File: config.mk
export PLATFORM = sky130hd
export DESIGN_NAME = lsm_sequencer
export DESIGN_NICKNAME = d
export VERILOG_FILES = /design/src/rtl/lsm_sequencer.sv
export SDC_FILE = /design/constraint.sdc
export NUM_CORES = 1
export LEC_CHECK = 0
export ABC_CLOCK_PERIOD_IN_PS = 13000
export BUFFER_PORTS_ARGS = -buffer_cell sky130_fd_sc_hd__buf_2
export CORE_ASPECT_RATIO = 0.8
export CORE_MARGIN = 3
export CORE_UTILIZATION = 39
export CTS_CLUSTER_SIZE = 14
export DETAILED_ROUTE_END_ITERATION = 12
export HOLD_SLACK_MARGIN = 0.03
export SLEW_MARGIN = 20
export SYNTH_ARGS = -nofsm -noshare
export SYNTH_HDL_FRONTEND = slang
export SYNTH_SLANG_ARGS = --single-unit
File: constraint.sdc
create_clock -name clk -period 13 [get_ports clk]
set_input_delay 1.3 -clock clk [delete_from_list [all_inputs] [get_ports clk]]
set_output_delay 1.3 -clock clk [all_outputs]
set_load 0.1 [all_outputs]
File: src/rtl/lsm_sequencer.sv
// lsm_sequencer: walks an LDM/STM register list, driving the address, register number and memory handshake; LSM_WRITEBACK_EN enables base writeback
module lsm_sequencer #(
  parameter int ADDR_W = 32
) (
  input  logic              clk,
  input  logic              rst,
  input  logic              start,
  input  logic [15:0]       reg_list,
  input  logic              p_bit,
  input  logic              u_bit,
  input  logic              l_bit,
  input  logic [ADDR_W-1:0] base_addr,
  input  logic              mem_ack,
  output logic              busy,
  output logic              done,
  output logic              mem_req,
  output logic              mem_we,
  output logic [ADDR_W-1:0] mem_addr,
  output logic [3:0]        reg_counter,
  output logic              latch_reg,
  output logic              wb_valid,
  output logic [ADDR_W-1:0] wb_addr
);
  localparam logic [1:0] IDLE = 2'd0;
  localparam logic [1:0] CALC = 2'd1;
  localparam logic [1:0] XFER = 2'd2;
  localparam logic [1:0] DONE = 2'd3;

  logic [1:0]        state;
  logic [15:0]       list_q;
  logic [15:0]       list_nxt;
  logic              p_q;
  logic              u_q;
  logic              l_q;
  logic [ADDR_W-1:0] base_q;
  logic [4:0]        n;
  logic [ADDR_W-1:0] n4;
  logic [ADDR_W-1:0] start_addr;

  function automatic logic [4:0] popcount(input logic [15:0] v);
    logic [4:0] c;
    c = '0;
    for (int i = 0; i < 16; i++) c = c + 5'(v[i]);
    return c;
  endfunction

  function automatic logic [3:0] lowest(input logic [15:0] v);
    logic [3:0] r;
    r = '0;
    for (int i = 15; i >= 0; i--) if (v[i]) r = 4'(i);
    return r;
  endfunction

  assign busy      = state != IDLE;
  assign done      = state == DONE;
  assign mem_req   = state == XFER;
  assign mem_we    = mem_req & ~l_q;
  assign latch_reg = mem_ack & mem_req & l_q;

  // Transfer count, lowest start address of the block, and the list with the serviced bit removed
  always_comb begin
    n          = popcount(list_q);
    n4         = ADDR_W'({n, 2'b00});
    start_addr = u_q ? (p_q ? base_q + ADDR_W'(4) : base_q)
                     : (p_q ? base_q - n4 : base_q - n4 + ADDR_W'(4));
    list_nxt   = list_q & ~(16'd1 << reg_counter);
  end

  // Sequencer state; outputs of a transfer only move on the edge that consumes mem_ack
  always_ff @(posedge clk) begin
    if (rst) begin
      state       <= IDLE;
      list_q      <= '0;
      p_q         <= 1'b0;
      u_q         <= 1'b0;
      l_q         <= 1'b0;
      base_q      <= '0;
      mem_addr    <= '0;
      reg_counter <= '0;
    end else begin
      case (state)
        IDLE: if (start) begin
          state  <= CALC;
          list_q <= reg_list;
          p_q    <= p_bit;
          u_q    <= u_bit;
          l_q    <= l_bit;
          base_q <= base_addr;
        end
        CALC: begin
          state       <= n == 5'd0 ? DONE : XFER;
          mem_addr    <= start_addr;
          reg_counter <= lowest(list_q);
        end
        XFER: if (mem_ack) begin
          list_q   <= list_nxt;
          mem_addr <= mem_addr + ADDR_W'(4);
          if (list_nxt == 16'd0) state <= DONE;
          else reg_counter <= lowest(list_nxt);
        end
        default: state <= IDLE;
      endcase
    end
  end

`ifdef LSM_WRITEBACK_EN
  logic [ADDR_W-1:0] wb_q;
  // Final base value is fixed once the list has been counted
  always_ff @(posedge clk) begin
    if (rst) wb_q <= '0;
    else if (state == CALC) wb_q <= u_q ? base_q + n4 : base_q - n4;
  end
  assign wb_addr  = wb_q;
  assign wb_valid = done;
`else
  assign wb_addr  = '0;
  assign wb_valid = 1'b0;
`endif
endmodule

## Word level (Yosys, flattened, before mapping)

Index checks and enable logic that the tools add are counted.

- Shifts and indexed selects: 1
- Reductions and logical operators: 11
- Add/sub/neg operators: 19
- Bitwise logic cells: 6
- Multiplexer cells: 48
- Equality and inequality tests: 7

Operator list:

| kind | number |
|---|---|
| 2-to-1 mux 4 bit | 34 |
| 2-to-1 mux 32 bit | 4 |
| adder 32 x 3 -> 32 bit, second input constant | 3 |
| one-hot mux 32 bit (2 select lines) | 1 |
| adder 5 x 1 -> 5 bit | 11 |
| 2-to-1 mux 16 bit | 2 |
| one-hot mux 16 bit (2 select lines) | 1 |
| subtractor 32 x 7 -> 32 bit | 1 |
| bitwise AND 16 bit | 1 |
| zero test 16 bit | 1 |
| inverter 16 bit | 1 |
| left shift 1 x 4 -> 16 bit, first input constant | 1 |
| AND reduction 3 bit | 3 |
| one-hot mux 4 bit (2 select lines) | 1 |
| 2-to-1 mux 2 bit | 3 |
| inequality test 2 bit, second input constant | 3 |
| one-hot mux 2 bit (3 select lines) | 1 |
| nonzero test 2 bit | 3 |
| adder 4 x 1 -> 5 bit | 1 |
| zero test 5 bit | 1 |
| adder 3 x 1 -> 4 bit | 1 |
| == test 2 bit, second input constant | 2 |
| AND reduction 2 bit | 2 |
| adder 2 x 1 -> 3 bit | 1 |
| other kinds (7) | 9 |

- Register bits: 89
- Bits of input ports: 55
- Output and inout port bits: 74

## Depth between registers and ports, before layout

Gate-level depths: netlist of run 1.

- Depth after elaboration: 22
- Mapped depth: 26

## Worst setup path before layout of run 1

Ideal clock, no wire load.

- Path kind: reg-to-reg
- From: register list_q[5]
- To: register mem_addr[29]
- Path buffers: 0
- Data arrival time: 6287 ps
- Path slack: 6584 ps
- Cell stages (with the launch flop): 24
- Cells stage by stage: dfxtp_1 -> inv_1 -> fa_1 -> inv_1 -> fa_1 -> fa_1 -> inv_1 -> fa_1 -> inv_1 -> ha_1 -> inv_1 -> fa_1 -> xor2_1 -> ha_1 -> and3b_1 -> a211o_1 -> a211o_1 -> a211o_1 -> o32a_1 -> nor4_2 -> o2111ai_1 -> nor3_1 -> mux2i_1 -> o31ai_1

- Cells in the longest elaborated chain, start to end: 16

RTL lines:

| what | line | source |
|---|---|---|
| from (decl) | 30 | `logic [15:0] list_q;` |
| from (signal assigned) | 84 | `list_q <= reg_list;` |
| from (signal assigned) | 96 | `list_q <= list_nxt;` |
| adder 5 x 1 -> 5 bit * (11 in a row) | 43 | `for (int i = 0; i < 16; i++) c = c + 5'(v[i]);` |
| subtractor 32 x 7 -> 32 bit * | 65 | `: (p_q ? base_q - n4 : base_q - n4 + ADDR_W'(4));` |
| adder 32 x 3 -> 32 bit | 65 |  |
| 2-to-1 mux 32 bit * | 65 |  |
| 2-to-1 mux 32 bit * | 64 | `start_addr = u_q ? (p_q ? base_q + ADDR_W'(4) : base_q)` |
| one-hot mux 32 bit (2 select lines) * | 81 | `case (state)` |
| to (signal assigned) | 92 | `mem_addr <= start_addr;` |
| to (signal assigned) | 97 | `mem_addr <= mem_addr + ADDR_W'(4);` |
| to (decl) | 18 | `output logic [ADDR_W-1:0] mem_addr,` |

Mark *: on every way between the ends. The rest lies on a longest branch, timed or not.
A chain may end at the register's enable or synchronous reset.

## Worst setup path in the final report of run 1

Same ends and word-level chain as after synthesis.

==> impl_metrics.ini, run 1 <==
[synth]
synthMuxAreaShare_pct = 2.81
synthDistinctLibCells = 86
ys_ff_latch = 89
ys_warn_count = 0
synthTopCellsByArea = dfxtp_1 (22%), nand2_1 (7.5%), a21oi_1 (6.1%)
synth_edf_count = 0
async_flop_share_pct = 0
synth_area_mm2 = 0.00796
synth-seq-area-share_pct = 22.4
syn_inst = 1127
synthAdderAreaFrac_pct = 5.28
synth_xor_area_share_pct = 7.58
yosys.area.top_type_share_pct = 22.4
syn_area_per_cell_um2 = 7.06
synth-compound-area-share_pct = 23.9
synth_ff_type = dfxtp_1
synth_top_cell_by_area = dfxtp_1
synth_top_family_by_area = simple AND/OR/NAND/NOR gates
synth-simple-area-share_pct = 28.9

[timing]
hold_viol = 0
slew_headroom_pct = 28.3
skew_ns = 0.00852
rsz0062_at_grt = no
finalCritPeriodShare_pct = 55.5
finalSetupViolations = 0
finalSetupTns_ns = 0
drv_slew = 0
tightest_slew_ns = 1.08
final.min_clock_period_ns = 7.21
fmax_ghz = 0.139

[worst_setup_path]
cp_max_fo = 8
required_ns = 13.21
critPathLaunchType = flop
crit_type = flop to flop
crit_arrival_ns = 7.42
cp-end-kind = flop

[layout]
register_area_mm2 = 0.00178
antennaDiodeCount = 0
drive_gt1_share_pct = 12.5
area_delta_synth_final_pct = 8.90
fillers = 2134
multi_input_area_mm2 = 0.00558
stdcell_area_mm2 = 0.00867
nNetsFinal = 1244

[clocking]
clk_path_buf_depth = 2
path_clk_slew_ns = 0.06
numClockSinks = 89
ctsResizeCount = 0
cts_htree_levels = 3
cts.hold.buffers_added = 0
cts_buffers = 9
post_cts_buffers = 0
cts_root_buf = clkbuf_16
clk-insertion-delay-late_ns = 0.37
cts_tree = done

[grt]
grt_pass1_vias = 7595
grt_pass1_wl_um = 41700
grt_max_degree = 93
gr-total-overflow = 0
track_usage_pct = 23.1
antenna_found_initial = 1

[floorplan]
coreArea_mm2 = 0.0199
rows = 46
die_y_um = 134
io_pins = 129
die_area_mm2 = 0.0222
die_w_um = 166
initial_utilization_pct = 40.0

[drt]
wire_per_inst_um = 18.3
wl_met2_um = 10700
wl_met1_um = 12400
drt-pass1-iter-count = 5
first_iter_violations = 874
vias = 8291
top_layer_used = met5
ant_nets = 0
wl_met3_um = 2530
drc = 0
via_per_inst = 5.80
wl_um = 26100

[hold_path]
hp-class = flop to flop

[placed_design]
hpwlAfterDp_um = 19500
place_area_mm2 = 0.00839
gp_congestion = 0.975
port_buffers = 95

[status]
status = completed

[job]
cap_violations = 0
[metal layers]
metal | vias to the layer above | global-route usage (%)
met5 | - | 0
met4 | 2 | 5.77
met3 | 34 | 5.34
met2 | 387 | 33.6
met1 | 3834 | 34.3
li1 | 4034 | -
[through the flow]
step           util, %  worst slack [ns]  std cells  hold slack [ns]
2_1_floorplan        -              6.58       1159            0.437
3_3_place_gp      42.2              5.96       1415            0.448
3_5_place_dp      42.2              5.82       1415            0.448
4_1_cts           43.5              5.81       1430            0.457
5_1_grt           43.5              5.33       1430            0.466
6_report          43.5              5.79       1430            0.455
[registers in the layout (all words and copies together), names as in the netlist]
register     cells
base_q          32
mem_addr        32
list_q          16
reg_counter      4
state            2
l_q              1
p_q              1
u_q              1
[cells in the mapped netlist, drive strengths merged (9+ instances only)]
cell type / number
a211oi: 21
nor4: 14
or3: 14
a21oi: 99
nor2b: 9
xnor2: 43
mux2i: 19
clkbuf: 56
dfxtp: 89
nand3: 45
a31oi: 12
o21ai: 50
nand4: 20
fa: 11
nand2b: 10
inv: 45
nor3: 39
and3: 14
nand2: 160
buf: 55
nor2: 111
ha: 16
xor2: 25
a22oi: 14
[cell families after synthesis]
kind of cell / after synthesis
AOI/OAI and AO/OA: 290
xor gates and xnor gates: 68
adders and majority gates: 27
buffers and inverters: 156
DFF: 89
muxes: 21
other: 1
and+or+nand+nor: 475
[critical path, cell delays in order (launching register included)]
cell       delay [ns]
dfxtp_1          0.42
inv_1            0.11
fa_1             0.54
inv_1            0.07
fa_1             0.46
fa_1             0.51
inv_1            0.05
fa_1             0.43
inv_1            0.06
ha_1             0.15
inv_1            0.05
fa_1             0.39
xor2_1           0.19
ha_1             0.36
and3b_1          0.21
a211o_1          0.38
a211o_1          0.36
a211o_1          0.26
o32a_1           0.29
nor4_2           0.73
o2111ai_1        0.30
nor3_1           0.42
mux2i_1          0.23
o31ai_1          0.08
[path summary, 6_finish.rpt]
kind / slack (ns) / startpoint / end / cells past startpoint
worst min register to register: 0.45 / base_q[1] / base_q[1] / 2
worst min-delay path: 0.45 / base_q[1] / base_q[1] / 2
worst max-delay path: 5.79 / list_q[5] / mem_addr[29] / 23
worst max register to register: 5.79 / list_q[5] / mem_addr[29] / 23
[area by class of cell]
| class | instances | share of cell area, % |
|---|---|---|
| Tap cell | 264 | 3.81 |
| Timing Repair Buffer | 103 | 6.21 |
| Sequential cell | 89 | 20.6 |
| Clock inverter | 5 | 0.375 |
| Multi-Input combinational cell | 914 | 64.3 |
| Inverter | 45 | 1.95 |
| Clock buffer | 10 | 2.76 |
[placed cells by master, fill, tap and decap left out, types with 19 or more instances in the layout]
cell type / instances
o21ai_0: 49
dfxtp_1: 89
conb_1: 33
nor3_1: 37
xor2_1: 25
buf_2: 94
nand2_1: 160
nor2_1: 110
xnor2_1: 42
mux2i_1: 19
nand4_1: 20
nand3_1: 45
inv_1: 45
a21oi_1: 97
a211oi_1: 20
Power of run 1 is not shown: default switching activity piles up to over one toggle a cycle in this logic, so the estimate is an artifact.
==> inputs of run 2 (changes only) <==
Settings changed: ABC_CLOCK_PERIOD_IN_PS 13000 to 6000.
Clock period 13 ns to 6 ns, I/O delays scaled along.
==> run 2 against run 1 <==
  * Non-clock buffer count is 80 higher
  * The flow now finishes with violations (setup timing)
  * Fmax up 16%
  * Final cell count is 5.7% higher
  * Sequential share of layout area shrank 2.2 points
  * Worst hold slack improved by 0.0018 ns
  * Count of clock-buffer cells in the layout is the same
  * Via count grew 6.6%
  * Critical path depth is the same
  * Clock skew grew 0.0014 ns
  * Routed wire length up 7.6%
==> impl_metrics.ini, run 2 (synthesized netlist as in run 1, its figures left out) <==
[drt]
vias = 8841
via_per_inst = 5.85
drc = 0
wire_per_inst_um = 18.6
drt-pass1-iter-count = 6
first_iter_violations = 973
wl_um = 28100
ant_nets = 0

[floorplan]
io_pins = 129
die_area_mm2 = 0.0222
die_y_um = 134
die_w_um = 166
rows = 46
coreArea_mm2 = 0.0199
initial_utilization_pct = 40.0

[grt]
antenna_found_initial = 0
grt_pass1_vias = 7882
track_usage_pct = 24.1
grt_max_degree = 64
grt_pass1_wl_um = 43300
gr-total-overflow = 0

[clocking]
cts_buffers = 9
cts_htree_levels = 3
cts_root_buf = clkbuf_16
cts_tree = done
cts.hold.buffers_added = 0
numClockSinks = 89
clk_path_buf_depth = 2
clk-insertion-delay-late_ns = 0.36
path_clk_slew_ns = 0.07

[layout]
top_regs = base_q: 32 flops, mem_addr: 32 flops, list_q: 16 flops
final_cells = 1511
antennaDiodeCount = 0
drive_gt1_share_pct = 22.6
final_common_cell = nand2_1
area_delta_synth_final_pct = 22.2
final_cell_mix = nand2_1 (159), nor2_1 (108), buf_2 (95)
nNetsFinal = 1324

[job]
cap_violations = 0

[placed_design]
dp.cells = 1485
gp_congestion = 0.972
port_buffers = 95
hpwlAfterDp_um = 20600

[status]
status = complete, but fails checks
violations = setup timing

[timing]
hold_viol = 0
timing.final.ws_setup_ns = -0.224
slew_headroom_pct = 34.9
tightest_slew_ns = 0.973
final.min_clock_period_ns = 6.22
finalSetupViolations = 18
finalCritPeriodShare_pct = 104
drv_slew = 0
rsz0062_at_grt = yes
skew_ns = 0.00994
fmax_ghz = 0.161

[worst_setup_path]
cp-end-kind = flop
required_ns = 6.22
crit_type = flop to flop
crit_arrival_ns = 6.45
critPathLaunchType = flop
cp_max_fo = 5

[hold_path]
hp-class = flop to flop
## run 2: cell types whose count changed in the layout (fill, tap and decap cells not counted), sizes merged
cell / change
clkinv: -5
buf: +80
inv: +1
clkinvlp: +2
bufinv: +3
## run 2: worst max-delay path, stage by stage (launching register included)
cell and delay (ns):
dfxtp_2 0.34, inv_2 0.05, fa_1 0.55, inv_2 0.05, fa_1 0.46, fa_1 0.49
inv_1 0.05, fa_1 0.42, inv_1 0.07, ha_2 0.18, inv_2 0.04, fa_2 0.38
xor2_2 0.16, ha_1 0.31, and3b_2 0.23, a211o_4 0.30, a211o_1 0.29, a211o_1 0.26
o32a_1 0.26, nor4_4 0.39, o2111ai_2 0.28, nor3_4 0.25, mux2i_1 0.20, o31ai_1 0.08
## run 2: routing by layer
metal | share of wire [%] | track usage, %
met1 | 48 | 36.9
met5 | 0 | 0
met2 | 42 | 34.6
met3 | 8.2 | 3.89
met4 | 2.3 | 7.16
## run 2: what timing repair did
action | 4_1_cts | 5_1_grt
gates resized for setup | 29 | 52
pin swaps | 22 | 34
endpoints found under the setup margin | 18 | 26
buffers inserted | 2 | 9
cloned | 1 | 0
## run 2: layout make-up
class	count	area (um^2)
fillers	2008	10200
multi-input cells	914	5930
flip-flops and latches	89	1790
repair buffers	183	1170
well taps	264	330
clock buffers	10	229
inverters	45	169
clock inverters	6	114
## run 2: per-stage QoR
stage	util (%)	cell area (um^2)	hold WS, ns	setup slack, ns	setup TNS [ns]
3_5_place_dp	45.0	8960	0.451	-0.243	-1.78
3_3_place_gp	45.0	8960	0.444	-0.167	-0.959
6_report	48.8	9730	0.456	-0.224	-2.69
4_1_cts	47.5	9450	0.461	-0.181	-1.52
2_1_floorplan	-	8120	0.437	-0.0421	-0.0776
5_1_grt	48.8	9730	0.476	-0.443	-7.27
## run 2: path summary, 6_finish.rpt
path | endpoint | from | slack, ns | cells after the start
setup / recovery | mem_addr[29] | list_q[5] | -0.22 | 23
hold / removal | base_q[0] | base_q[0] | 0.46 | 2
setup reg to reg | mem_addr[29] | list_q[5] | -0.22 | 23
hold reg to reg | base_q[0] | base_q[0] | 0.46 | 2
Power of run 2 is left out for the same reason.
==> inputs of run 3 (changes only) <==
Settings changed: ABC_CLOCK_PERIOD_IN_PS 6000 to 5300.
Clock period 6 ns to 5.3 ns, I/O delays scaled along.
==> run 3 against run 2 <==
  * The run still ends with setup timing left
  * Sequential share of layout area decreased by 0.45 points
  * Sequential cell count unchanged
  * Via count grew 0.44%
  * Largest cell class unchanged
==> impl_metrics.ini, run 3 (synthesized netlist as in run 1, its figures left out) <==
[status]
status = complete, but fails checks
violations = setup timing

[timing]
fmax_ghz = 0.162
timing.final.ws_setup_ns = -0.876
final.min_clock_period_ns = 6.18
finalSetupViolations = 27
tightest_slew_ns = 1.07
finalCritPeriodShare_pct = 117
hold_viol = 0
drv_slew = 0
skew_ns = 0.00897
slew_headroom_pct = 28.5
rsz0062_at_grt = yes

[placed_design]
gp_congestion = 0.952
dp.cells = 1509
port_buffers = 95
hpwlAfterDp_um = 20700

[clocking]
cts_htree_levels = 3
cts_root_buf = clkbuf_16
cts_buffers = 9
cts.hold.buffers_added = 0
numClockSinks = 89
clk-insertion-delay-late_ns = 0.35
cts_tree = done
clk_path_buf_depth = 2
path_clk_slew_ns = 0.07

[worst_setup_path]
required_ns = 5.60
r2r_end = mem_addr[20]
reg2reg_depth = 25
startpoint = list_q[11]
cp-end-kind = flop
crit_type = flop to flop
crit_arrival_ns = 6.47
rrSetupSlack_ns = -0.88
r2r-start = list_q[11]
critPathLaunchType = flop
cp_max_fo = 6

[floorplan]
die_area_mm2 = 0.0222
die_y_um = 134
initial_utilization_pct = 40.0
rows = 46
coreArea_mm2 = 0.0199
io_pins = 129
die_w_um = 166

[hold_path]
hp-class = primary input to flop
whs_path_depth = 3
hold_start = base_addr[26]
worstHoldEndpoint = base_q[26]

[drt]
vias = 8880
first_iter_violations = 963
wire_per_inst_um = 18.5
wl_um = 28500
via_per_inst = 5.78
drc = 0
drt-pass1-iter-count = 6
ant_nets = 0

[layout]
final_common_cell = nand2_1
area_delta_synth_final_pct = 25.3
antennaDiodeCount = 0
postLayoutCoreUtil_pct = 50.1
nNetsFinal = 1351
final_cells = 1537
final_cell_mix = nand2_1 (157), buf_4 (110), nor2_1 (108)
drive_gt1_share_pct = 24.5
top_regs = base_q: 32 flops, mem_addr: 32 flops, list_q: 16 flops

[grt]
gr-total-overflow = 0
grt_pass1_wl_um = 44100
grtUsageMet1_pct = 38.0
grt_use_met3_pct = 4.27
grt_max_degree = 93
antenna_found_initial = 0
grt.busiest_layer = met1
met2_usage_pct = 35.0
grt_pass1_vias = 7882
track_usage_pct = 24.5

[job]
cap_violations = 0
-- run 3: changes by cell type in the layout (fill, tap and decap cells not counted), sizes merged --
cell,change
clkinv,+2
bufinv,-1
inv,-1
clkinvlp,-1
buf,+27
-- run 3: worst max-delay path by stage --
stage / to / slack, ns / cells after the start
floorplan: mem_addr[30] / -0.71 / 23
global placement: mem_addr[30] / -0.82 / 24
detailed placement: mem_addr[30] / -0.87 / 24
CTS: mem_addr[24] / -0.84 / 25
global route: mem_addr[20] / -1.14 / 25
finish: mem_addr[20] / -0.88 / 25
-- run 3: area by class of cell --
cell class	count	area (um^2)
multi-input combinational	914	6010
sequential	89	1790
clock buffer	10	229
fill	2031	9940
timing repair buffer	210	1360
tap	264	330
clock inverter	5	81.3
inverter	45	169
-- run 3: critical path, cell delays in order, from the launching register on --
cell and delay [ns]:
dfxtp_2 0.33, fa_1 0.53, inv_1 0.05, fa_1 0.47, inv_1 0.05, fa_1 0.50, inv_1 0.05, fa_1 0.42
inv_1 0.06, ha_2 0.18, inv_2 0.04, fa_2 0.36, xor2_2 0.16, ha_1 0.31, buf_4 0.16, a211o_4 0.36
a211o_1 0.29, a211o_1 0.28, o32a_4 0.23, buf_4 0.15, nor4_4 0.19, buf_6 0.19, o211ai_1 0.11, xor2_1 0.18
a222oi_1 0.33, a31o_1 0.14
-- run 3: what timing repair did --
action                     4_1_cts  5_1_grt
setup endpoints to repair       27       28
pin swaps                       17       27
gates resized for setup         24       55
setup buffers                    6        6
cloned                           1        1
-- run 3: layer usage --
layer	up-vias	wire (um)
met1	4219	13500
met2	396	12100
met4	0	442
met5	-	0
li1	4238	-
met3	27	2420
-- run 3: per-stage QoR --
stage | hold slack, ns | setup TNS (ns) | setup slack [ns] | area, um^2
after floorplan | 0.437 | -11.48 | -0.707 | 8150
after global placement | 0.445 | -16.88 | -0.817 | 9170
after detailed placement | 0.451 | -17.59 | -0.867 | 9170
after CTS | 0.393 | -17.93 | -0.839 | 9630
after global routing | 0.412 | -26.21 | -1.14 | 9970
final | 0.404 | -18.56 | -0.876 | 9970
Power of run 3 is left out for the same reason.
